$ cat src/rtl/kogge_stone_sub_8bit_pipe_pkg.sv
// Shared Kogge-Stone constants: default width, prefix-depth macro, stage indices.
// No logic of its own.
// Used by both the adder and the subtractor datapaths.
`ifndef KS_LEVELS
`define KS_LEVELS(w) $clog2(w)
`endif

package kogge_stone_sub_8bit_pipe_pkg;
  localparam int KS_WIDTH_DEFAULT = 8;

  // Pipeline stage indices: capture + P/G, low prefix levels, high prefix levels + sum.
  localparam int S1 = 1;
  localparam int S2 = 2;
  localparam int S3 = 3;

  // Last prefix level evaluated in S2; S3 picks up from the next level.
  localparam int KS_S2_LAST_LEVEL = 2;
endpackage

$ cat src/rtl/kogge_stone_sub_8bit_pipe_ks_prefix_cell.sv
// Kogge-Stone prefix operator: merge a high group (g,p) with the adjacent low group.
// Latency: combinational.
// Backpressure: none (pure logic).
module ks_prefix_cell (
  input  logic i_g_hi,
  input  logic i_p_hi,
  input  logic i_g_lo,
  input  logic i_p_lo,
  output logic o_g,
  output logic o_p
);

  assign o_g = i_g_hi | (i_p_hi & i_g_lo);
  assign o_p = i_p_hi & i_p_lo;

endmodule

$ cat src/rtl/kogge_stone_sub_8bit_pipe.sv
// Pipelined Kogge-Stone subtractor: diff = a + ~b + 1, borrow = ~carry_out; KS_SUB_OVERFLOW_EN adds out_ovf.
// Latency: three register stages (capture/PG, prefix levels 1..2, remaining levels + sum).
// Backpressure: each stage loads when empty or draining; out_ready ripples combinationally to in_ready.
`ifndef KS_LEVELS
`define KS_LEVELS(w) $clog2(w)
`endif

module kogge_stone_sub_8bit_pipe
  import kogge_stone_sub_8bit_pipe_pkg::*;
#(
  parameter int WIDTH = KS_WIDTH_DEFAULT
) (
  input  logic             clk,
  input  logic             rst,
  input  logic             in_valid,
  output logic             in_ready,
  input  logic [WIDTH-1:0] in_a,
  input  logic [WIDTH-1:0] in_b,
  output logic             out_valid,
  input  logic             out_ready,
  output logic [WIDTH-1:0] out_diff,
  output logic             out_borrow
`ifdef KS_SUB_OVERFLOW_EN
  ,
  output logic             out_ovf
`endif
);

  localparam int LEVELS = `KS_LEVELS(WIDTH);

  // ---------------------------------------------------------------------------
  // Handshake: a stage advances when it is empty or its successor takes its data.
  // ---------------------------------------------------------------------------
  logic r_v1, r_v2, r_v3;
  logic w_adv1, w_adv2, w_adv3;

  assign w_adv3   = ~r_v3 | out_ready;
  assign w_adv2   = ~r_v2 | w_adv3;
  assign w_adv1   = ~r_v1 | w_adv2;
  assign in_ready = w_adv1;

  // ---------------------------------------------------------------------------
  // S1: per-bit propagate/generate on (a, ~b). The constant carry-in of 1 is
  // folded into bit 0's generate, so every prefix g[i] already includes it.
  // ---------------------------------------------------------------------------
  logic [WIDTH-1:0] w_binv, w_p0, w_g0, w_g0c;

  assign w_binv = ~in_b;
  assign w_p0   = in_a ^ w_binv;
  assign w_g0   = in_a & w_binv;
  assign w_g0c  = {w_g0[WIDTH-1:1], w_g0[0] | w_p0[0]};

  logic [WIDTH-1:0] r_p1, r_g1;
`ifdef KS_SUB_OVERFLOW_EN
  logic r_am1, r_bm1;
`endif

  // Stage 1 register: capture operand P/G only on an input transfer.
  always_ff @(posedge clk) begin
    if (rst) begin
      r_v1 <= 1'b0;
      r_p1 <= '0;
      r_g1 <= '0;
`ifdef KS_SUB_OVERFLOW_EN
      r_am1 <= 1'b0;
      r_bm1 <= 1'b0;
`endif
    end else if (w_adv1) begin
      r_v1 <= in_valid;
      if (in_valid) begin
        r_p1 <= w_p0;
        r_g1 <= w_g0c;
`ifdef KS_SUB_OVERFLOW_EN
        r_am1 <= in_a[WIDTH-1];
        r_bm1 <= in_b[WIDTH-1];
`endif
      end
    end
  end

  // ---------------------------------------------------------------------------
  // S2 combinational: prefix levels 1..KS_S2_LAST_LEVEL (spans 1 and 2).
  // ---------------------------------------------------------------------------
  logic [WIDTH-1:0] w_ga [0:KS_S2_LAST_LEVEL];
  logic [WIDTH-1:0] w_pa [0:KS_S2_LAST_LEVEL];

  assign w_ga[0] = r_g1;
  assign w_pa[0] = r_p1;

  for (genvar l = 1; l <= KS_S2_LAST_LEVEL; l++) begin : g_lvl_s2
    for (genvar i = 0; i < WIDTH; i++) begin : g_bit
      if (i >= (1 << (l - 1))) begin : g_cell
        ks_prefix_cell u_cell (
          .i_g_hi (w_ga[l-1][i]),
          .i_p_hi (w_pa[l-1][i]),
          .i_g_lo (w_ga[l-1][i-(1<<(l-1))]),
          .i_p_lo (w_pa[l-1][i-(1<<(l-1))]),
          .o_g    (w_ga[l][i]),
          .o_p    (w_pa[l][i])
        );
      end else begin : g_pass
        assign w_ga[l][i] = w_ga[l-1][i];
        assign w_pa[l][i] = w_pa[l-1][i];
      end
    end
  end

  logic [WIDTH-1:0] r_g2, r_p2, r_x2;
`ifdef KS_SUB_OVERFLOW_EN
  logic r_am2, r_bm2;
`endif

  // Stage 2 register: partial prefix plus the raw per-bit propagate for the sum.
  always_ff @(posedge clk) begin
    if (rst) begin
      r_v2 <= 1'b0;
      r_g2 <= '0;
      r_p2 <= '0;
      r_x2 <= '0;
`ifdef KS_SUB_OVERFLOW_EN
      r_am2 <= 1'b0;
      r_bm2 <= 1'b0;
`endif
    end else if (w_adv2) begin
      r_v2 <= r_v1;
      if (r_v1) begin
        r_g2 <= w_ga[KS_S2_LAST_LEVEL];
        r_p2 <= w_pa[KS_S2_LAST_LEVEL];
        r_x2 <= r_p1;
`ifdef KS_SUB_OVERFLOW_EN
        r_am2 <= r_am1;
        r_bm2 <= r_bm1;
`endif
      end
    end
  end

  // ---------------------------------------------------------------------------
  // S3 combinational: remaining prefix levels (none when WIDTH=4), then sum.
  // ---------------------------------------------------------------------------
  logic [WIDTH-1:0] w_gb [KS_S2_LAST_LEVEL:LEVELS];
  logic [WIDTH-1:0] w_pb [KS_S2_LAST_LEVEL:LEVELS];

  assign w_gb[KS_S2_LAST_LEVEL] = r_g2;
  assign w_pb[KS_S2_LAST_LEVEL] = r_p2;

  for (genvar l = KS_S2_LAST_LEVEL + 1; l <= LEVELS; l++) begin : g_lvl_s3
    for (genvar i = 0; i < WIDTH; i++) begin : g_bit
      if (i >= (1 << (l - 1))) begin : g_cell
        ks_prefix_cell u_cell (
          .i_g_hi (w_gb[l-1][i]),
          .i_p_hi (w_pb[l-1][i]),
          .i_g_lo (w_gb[l-1][i-(1<<(l-1))]),
          .i_p_lo (w_pb[l-1][i-(1<<(l-1))]),
          .o_g    (w_gb[l][i]),
          .o_p    (w_pb[l][i])
        );
      end else begin : g_pass
        assign w_gb[l][i] = w_gb[l-1][i];
        assign w_pb[l][i] = w_pb[l-1][i];
      end
    end
  end

  // Final group propagates are not needed: only generates form carries.
  logic w_unused_p;
  assign w_unused_p = ^w_pb[LEVELS];

  // Carry into bit i is the group generate of bits i-1..0 (with carry-in); bit 0 sees the carry-in itself.
  logic [WIDTH-1:0] w_carry;
  logic [WIDTH:0]   w_sum;

  assign w_carry = {w_gb[LEVELS][WIDTH-2:0], 1'b1};
  assign w_sum   = {w_gb[LEVELS][WIDTH-1], r_x2 ^ w_carry};

  logic [WIDTH-1:0] r_diff;
  logic             r_borrow;
`ifdef KS_SUB_OVERFLOW_EN
  logic             r_ovf;
`endif

  // Stage 3 register: result held stable until the consumer takes it.
  always_ff @(posedge clk) begin
    if (rst) begin
      r_v3     <= 1'b0;
      r_diff   <= '0;
      r_borrow <= 1'b0;
`ifdef KS_SUB_OVERFLOW_EN
      r_ovf    <= 1'b0;
`endif
    end else if (w_adv3) begin
      r_v3 <= r_v2;
      if (r_v2) begin
        r_diff   <= w_sum[WIDTH-1:0];
        r_borrow <= ~w_sum[WIDTH];
`ifdef KS_SUB_OVERFLOW_EN
        r_ovf    <= (r_am2 ^ r_bm2) & (w_sum[WIDTH-1] ^ r_am2);
`endif
      end
    end
  end

  assign out_valid  = r_v3;
  assign out_diff   = r_diff;
  assign out_borrow = r_borrow;
`ifdef KS_SUB_OVERFLOW_EN
  assign out_ovf    = r_ovf;
`endif

endmodule

$ cat config.mk
export PLATFORM = sky130hd
export DESIGN_NAME = kogge_stone_sub_8bit_pipe
export DESIGN_NICKNAME = d
export VERILOG_FILES = /design/src/rtl/kogge_stone_sub_8bit_pipe_pkg.sv /design/src/rtl/kogge_stone_sub_8bit_pipe_ks_prefix_cell.sv /design/src/rtl/kogge_stone_sub_8bit_pipe.sv
export SDC_FILE = /design/constraint.sdc
export NUM_CORES = 1
export LEC_CHECK = 0
export CAP_MARGIN = 20
export CORE_MARGIN = 4
export CORE_UTILIZATION = 54
export DETAILED_ROUTE_END_ITERATION = 8
export PLACE_DENSITY = 0.79
export RECOVER_POWER = 25
export SYNTH_ARGS = -nofsm -noshare
export SYNTH_HDL_FRONTEND = slang
export SYNTH_SLANG_ARGS = --single-unit
$ cat constraint.sdc
create_clock -name clk -period 1.66 [get_ports clk]
set_input_delay 0.249 -clock clk [delete_from_list [all_inputs] [get_ports clk]]
set_output_delay 0.249 -clock clk [all_outputs]
set_load 0.02 [all_outputs]
# --- Word-level counts from Yosys, hierarchy flattened ---
# Index checks and enable logic that the tools add are counted.
word_totals:
  register_bits: 52
  inputBits: 20
  out_inout_bits: 11
  word_cells: 72
classes:
  bitwise: 59
  n_reduce_logical: 3
ops:
  columns: ["op", "n"]
  rows:
  - ["$and A1 B1 Y1", 30]
  - ["$or A1 B1 Y1", 21]
  - ["$xor A8 B8 Y8", 2]
  - ["$and A8 B8 Y8", 1]
  - ["$not A8 Y8", 1]
  - ["$reduce_and A2 Y1", 3]
  - ["$not A1 Y1", 4]

# --- Logic depth before layout (Yosys ltp) ---
depth:
  word_depth: 5
  ltp_mapped: 5
  mapped_depth_nobuf: 4

# --- By module ---
# From an unflattened synthesis, not the netlist that was laid out.
hier_totals:
  cells_unflattened: 264
  hier_area_um2: 2544.9
by_module_without_submodules:
  columns: ["module", "n_inst", "cells_per_inst", "area_per_inst_um2", "seq_area_each_um2"]
  rows:
  - ["kogge_stone_sub_8bit_pipe", 1, 230, 2289.7, 1021.0]
  - ["ks_prefix_cell", 17, 2, 15.0, 0.0]

# --- Worst setup path after synthesis ---
# Ideal clock, no wire load.
synth_timing:
  path_type: "reg2reg"
  from: "register r_v3 (netlist: out_valid)"
  to: "register r_g1[3]"
  setup_time_ns: 0.072
  arrival_time_ns: 1.336
  t_required_ns: 1.588
  slack_ns: 0.253
  path_stages_with_launch: 6
  n_path_buf: 2
  synth_period_minus_slack_ns: 1.407
  cell_sequence: "dfxtp_1 > and3b_1 > buf_6 > a21oi_4 > buf_8 > mux2i_1"
synth_via:
  elab_chain_len: 5
synth_lines:
  columns: ["item", "line", "rtl"]
  rows:
  - ["start: declaration", "kogge_stone_sub_8bit_pipe.sv:34", "logic r_v1, r_v2, r_v3;"]
  - ["start signal: assignment", "kogge_stone_sub_8bit_pipe.sv:192", "r_v3 <= r_v2;"]
  - ["$not A1 Y1", "kogge_stone_sub_8bit_pipe.sv:37", "assign w_adv3 = ~r_v3 | out_ready;"]
  - ["$or A1 B1 Y1", "kogge_stone_sub_8bit_pipe.sv:37", null]
  - ["$or A1 B1 Y1", "kogge_stone_sub_8bit_pipe.sv:38", "assign w_adv2 = ~r_v2 | w_adv3;"]
  - ["$or A1 B1 Y1", "kogge_stone_sub_8bit_pipe.sv:39", "assign w_adv1 = ~r_v1 | w_adv2;"]
  - ["$reduce_and A2 Y1 (no line)", null, null]
  - ["end signal: assignment", "kogge_stone_sub_8bit_pipe.sv:72", "r_g1 <= w_g0c;"]
  - ["end: declaration", "kogge_stone_sub_8bit_pipe.sv:53", "logic [WIDTH-1:0] r_p1, r_g1;"]
# No other way between the ends.
# A chain may end at the register's enable or synchronous reset.

# --- Worst setup path in the final report ---
layout_timing:
  from: "register r_v3 (netlist: out_valid)"
  to: "output port out_valid"
layout_rtl:
  columns: ["item", "line", "rtl"]
  rows:
  - ["end: declaration", "kogge_stone_sub_8bit_pipe.sv:19", "output logic out_valid,"]
# No word-level cell between the ends.

==> flow_summary.json <==
{
  "status": "finished, final reports clean",
  "cts.path.max_buffers": 2,
  "clkLatencyLatePin_ns": 0.30,
  "fin_area_mm2": 0.00270,
  "drt_pass1_iterations": 4,
  "synthCells": 252,
  "max_freq_ghz": 0.629,
  "antenna_found_initial": 0,
  "core_area_mm2": 0.00380,
  "cp_top_family": "buffers and inverters",
  "hpwl_mm": 3.38,
  "hold_start": "r_p2[0]",
  "worst_pin_slew_ns": 0.487,
  "ios": 31,
  "cts_buffers": 5,
  "grt_pass1_vias": 1804,
  "start_kind": "flop",
  "ys_warn_count": 0,
  "utilization": 0.710,
  "synth_top_family_by_area": "compound AO/OA/AOI/OAI gates",
  "critPathMaxStageDelay_ns": 0.63,
  "initialDrtViolationCount": 210,
  "synth_compound_area_frac": 0.223,
  "cts-root-buf": "clkbuf_8",
  "cp-end-kind": "primary output",
  "synthMuxAreaShare": 0.0680,
  "crit_buf_inv": 1,
  "wl_met2_mm": 2.16,
  "max-cap-violations": 0,
  "startpoint": "out_valid",
  "crit_chain": "clkdlybuf4s50_1",
  "ant_nets": 0,
  "dp_cells": 326,
  "start_util": 0.582,
  "synth.cell_area_mm2": 0.00221,
  "wl_per_cell_um": 13.9,
  "route.met3.wl_um": 191,
  "final-hold-violation-count": 0,
  "io_buffers": 30,
  "total_power_uw": 2270,
  "synth_area_per_cell_um2": 8.77,
  "final_nets": 313,
  "drt-met1-wl_mm": 2.24,
  "rsz0062_at_grt": "no",
  "worst_ep_arrival_time_ns": 1.34,
  "fin_crit_ns": 1.59,
  "die_height_um": 72.0,
  "drive_gt1_frac": 0.0944,
  "remaining_drc_errors": 0,
  "cts.clk_slew.worst_paths_ns": 0.08,
  "die_x_um": 72.0,
  "synth-seq-cells": 48,
  "r2r_start": "r_v1",
  "syn-num-nets": 280,
  "synth-simple-area-share": 0.144,
  "grt_use_total": 0.199,
  "regArea_um2": 961,
  "htree_levels": 2,
  "cp.required_ns": 1.41,
  "power_density_mw_per_mm2": 839,
  "ir_worst_vdd_v": 0.000661,
  "dr_total_vias": 1902,
  "vias_per_cell": 5.69,
  "multi_input_area_mm2": 0.00110,
  "min_path_type": "flop to flop",
  "synthToLayoutAreaGrowth_pct": 22.1,
  "critPathKind": "flop to primary output",
  "grt_max_degree": 35,
  "leakage_uw": 0.00108,
  "gp_congestion": 0.837,
  "fillers": 314,
  "grt_pass1_wl_mm": 8.33,
  "max_slew_margin": 0.676,
  "cp_max_fo": 5,
  "highest_layer": "met4",
  "gr-total-overflow": 0,
  "seq_area_frac_synth": 0.435,
  "synthAdderAreaFrac": 0.0453,
  "tritoncts": "done",
  "place_area_mm2": 0.00262,
  "cts.sinks": 48,
  "worst_path_max_delay_cell": "clkdlybuf4s50_1",
  "dieArea_mm2": 0.00518,
  "finalNonFillerCells": 334,
  "num_rows": 22,
  "setup_viol_count_final": 0,
  "slew_violations": 0,
  "routed_wl_mm": 4.65,
  "finalCritPeriodShare": 0.958,
  "clock_skew_ns": 0.00348,
  "n_antenna_cell": 0,
  "synth_cell_types": 34,
  "synth-xor-area-share": 0.0159
}
## final timing paths
check / cells past startpoint / slack (ns) / endpoint
worst max-delay path: 1 / 0.07 / out_valid
worst min-delay path: 1 / 0.45 / out_diff[0]
worst max register to register: 4 / 0.15 / r_g2[4]
worst min register to register: 1 / 0.45 / out_diff[0]
## synthesized netlist by cell type
cell / count / area, µm²
a21o_1: 5 / 37.5
inv_1: 13 / 48.8
ha_1: 8 / 100
and2_1: 1 / 6.26
a31oi_1: 2 / 12.5
clkinv_1: 2 / 7.51
and3b_1: 1 / 8.76
dfxtp_1: 48 / 961
nor4_1: 4 / 25.0
nor2b_1: 4 / 25.0
a2111oi_0: 2 / 17.5
nor3_1: 2 / 10.0
o32ai_1: 3 / 26.3
buf_2: 2 / 10.0
nand3_1: 15 / 75.1
nor2_1: 1 / 3.75
nand2_1: 31 / 116
clkbuf_1: 16 / 60.1
nand3b_1: 1 / 7.51
a21oi_4: 1 / 16.3
buf_6: 1 / 11.3
nand4_1: 4 / 25.0
o21ai_0: 9 / 45.0
mux2i_1: 15 / 150
xnor2_1: 4 / 35.0
nand4b_1: 1 / 8.76
a31o_2: 4 / 35.0
a21bo_2: 1 / 10.0
o21a_1: 1 / 7.51
buf_8: 1 / 15.0
a211oi_1: 12 / 90.1
nand2b_1: 1 / 6.26
a21oi_1: 32 / 160
a211o_1: 4 / 35.0
## stage by stage
step / worst slack, ns / hold slack, ns / TNS (ns)
after floorplan: 0.253 / 0.408 / 0
after global placement: -0.0783 / 0.428 / -0.945
after detailed placement: -0.107 / 0.440 / -1.85
after CTS: 0.0562 / 0.454 / 0
after global routing: 0.0222 / 0.478 / 0
final: 0.0692 / 0.446 / 0
## cell usage in the layout (no fill, tap or decap), types with 9 or more instances in the layout
cell             count
clkdlybuf4s50_1     29
inv_1               13
a211oi_1            12
o21ai_0              9
dfxtp_1             48
nand3_1             15
a21oi_1             32
nand2_1             31
mux2i_1             15
buf_4               11
## flip-flops by register name, summed over array words and instances (netlist names)
signal	flops
out_borrow	1
out_diff	8
out_valid	1
r_g1	8
r_g2	8
r_p1	8
r_p2	5
r_v1	1
r_v2	1
r_x2	7
## cells by family after synthesis
| kind of cell | Yosys count |
|---|---|
| AO/OA/AOI/OAI | 76 |
| adder cells (fa/ha/maj) | 8 |
| multiplexers | 15 |
| buffers and inverters | 35 |
| AND/OR/NAND/NOR | 66 |
| flip-flops | 48 |
| XOR/XNOR | 4 |
## report_power, final
part,internal (µW),switching [µW]
Sequential,1210,63.5
Clock,333,372
Combinational,154,138
Total,1690,573
## per-layer routing
layer / up-vias / global-route usage
met5: - / 0
met4: 0 / 0.0647
met3: 5 / 0.0388
met2: 43 / 0.314
met1: 885 / 0.274
li1: 969 / -
## what timing repair did
item	4_1_cts	5_1_grt
endpoints found under the setup margin	1	0
resized for setup	1	0
buffers inserted	0	0
hold buffers	0	0
## cell type report
| class | instances | share of cell area |
|---|---|---|
| Clock buffer | 6 | 0.0306 |
| Timing Repair Buffer | 46 | 0.160 |
| Tap cell | 48 | 0.0223 |
| Sequential cell | 48 | 0.356 |
| Inverter | 15 | 0.0209 |
| Clock inverter | 2 | 0.00371 |
| Multi-Input combinational cell | 169 | 0.406 |
Power figures use the tool's default switching activity.
==> edit (same settings) <==
The option `KS_SUB_OVERFLOW_EN` is turned on by a define.
--- a/src/rtl/kogge_stone_sub_8bit_pipe.sv
+++ b/src/rtl/kogge_stone_sub_8bit_pipe.sv
@@ -1,6 +1,8 @@
 // Pipelined Kogge-Stone subtractor: diff = a + ~b + 1, borrow = ~carry_out; KS_SUB_OVERFLOW_EN adds out_ovf.
 // Latency: three register stages (capture/PG, prefix levels 1..2, remaining levels + sum).
 // Backpressure: each stage loads when empty or draining; out_ready ripples combinationally to in_ready.
+`define KS_SUB_OVERFLOW_EN
+
 `ifndef KS_LEVELS
 `define KS_LEVELS(w) $clog2(w)
 `endif
Formal check against the unedited RTL (old outputs only; new: out_ovf): equivalent (equiv_simple and equiv_induct, registers matched by name and starting in step).
==> edit against the original RTL <==
Final area shrank 1.2%. Combinational power shrank 2%. Largest power group unchanged. Sequential cell count grew 5. Worst setup slack gained 0.033 ns. Critical path type unchanged. Routed wire length shrank 17%. Count of clock-buffer cells in the layout is the same. Power grew 3.2%. Synthesized area shrank 0.68%. Highest routed layer unchanged.
==> edit: results (changes against the original RTL) <==
yosys.area_share.adder: 0.0456  # +0.000310
hpwl_um: 2810  # -17%
crit_fanout: 4  # -1
drt_iter0_markers: 87  # -59%
leakagePower_nw: 0.991  # -8.5%
cp.arrival_ns: 1.31  # -0.03 ns
route.detailed.wl_per_inst_um: 11.3  # -19%
grt_start_max_net_pins: 54  # +54%
port_buffers: 31  # +3.3%
ys_top_cells_by_area: "dfxtp_1, nand2_1, a21oi_1"
grt_use_met2: 0.267  # -0.0469
synth_nets: 290  # +3.6%
ys_seq_area_frac: 0.483  # +0.0486
routabilityCongestion: 0.758  # -9.4%
wl_met1_um: 1880  # -16%
grt_use_met1: 0.197  # -0.0771
muxShareOfSynthArea: 0.0182  # -0.0497
ys.warnings.count: 0  # unchanged
grt_pass1_wl_um: 6580  # -21%
slew_headroom: 0.310  # -0.366
finalNetCount: 322  # +2.9%
ys_types: 29  # -15%
layout-drive-gt1-share: 0.0644  # -0.0300
run_status: "finished clean"
fill_cells: 311  # -0.96%
irDropWorstVdd_v: 0.000515  # -22%
route.met3.wl_um: 204  # +6.8%
wl_met2_um: 1740  # -20%
holdCritPathClass: "register to register"
r2r_start: "r_g2[2]"
place_area_um2: 2600  # -0.67%
synthTopCellsByCount: "nand2_1, dfxtp_1, a21oi_1, nor2_1, inv_1"
yosys.area_share.xor_xnor: 0.0279  # +0.0121
synth_compound_area_frac: 0.161  # -0.0618
rrSetupSlack_ns: 0.29  # +0.14 ns
via_per_inst: 5.08  # -11%
gr-usage-all-layers: 0.157  # -0.0421
grt_pass1_vias: 1519  # -16%
use_met3: 0.0379  # -0.000913
fin_skew_ns: 0.00551  # +0.00203 ns
path_delay_family: "buffers and inverters"
-- edit: cell count changes in the layout (fill, tap and decap cells not counted), moves of 5 or more --
cell,delta
a21oi_1,+10
o21ai_0,-7
nand2_1,+33
nor2_1,+22
a21o_1,-5
mux2i_1,-11
dfxtp_1,+5
buf_4,-7
nand3_1,-15
-- edit: stage by stage --
stage,hold slack (ns),total power (W),utilization,setup WS (ns),std cells
after floorplan,0.378,0.00157,-,0.153,262
after global placement,0.420,0.00169,0.685,-0.0810,335
after global routing,0.477,0.00245,0.702,0.0530,343
after detailed placement,0.435,0.00170,0.685,-0.0898,335
final,0.447,0.00234,0.702,0.102,343
after CTS,0.448,0.00237,0.706,0.0900,343
-- edit: what timing repair did --
item / CTS / global route
buffers inserted: 0 / 0
hold buffers: 0 / 0
gates resized for setup: 1 / 0
setup endpoints to repair: 1 / 0
-- edit: worst max path at each step --
stage | slack [ns] | start | to
after floorplan | 0.15 | out_valid | r_g1[2]
after global placement | -0.08 | out_ready | in_ready
after detailed placement | -0.09 | out_ready | in_ready
after CTS | 0.09 | out_valid | out_valid
after global routing | 0.05 | out_valid | out_valid
final | 0.10 | out_valid | out_valid
-- edit: final cells by class --
cell class	instances	area (um2)	area share
well taps	48	60.1	0.0225
inverters	10	37.5	0.0141
repair buffers	39	404	0.152
clock buffers	6	72.6	0.0272
multi-input cells	185	1020	0.383
clock inverters	2	10.0	0.00375
flip-flops and latches	53	1060	0.398
-- edit: report_power, final --
| part | internal, W | leakage (nW) | switching (W) |
|---|---|---|---|
| combinational | 0.000147 | 0.513 | 0.000139 |
| clock | 0.000293 | 0.0450 | 0.000382 |
| sequential | 0.00133 | 0.433 | 0.0000495 |
| total | 0.00177 | 0.991 | 0.000570 |
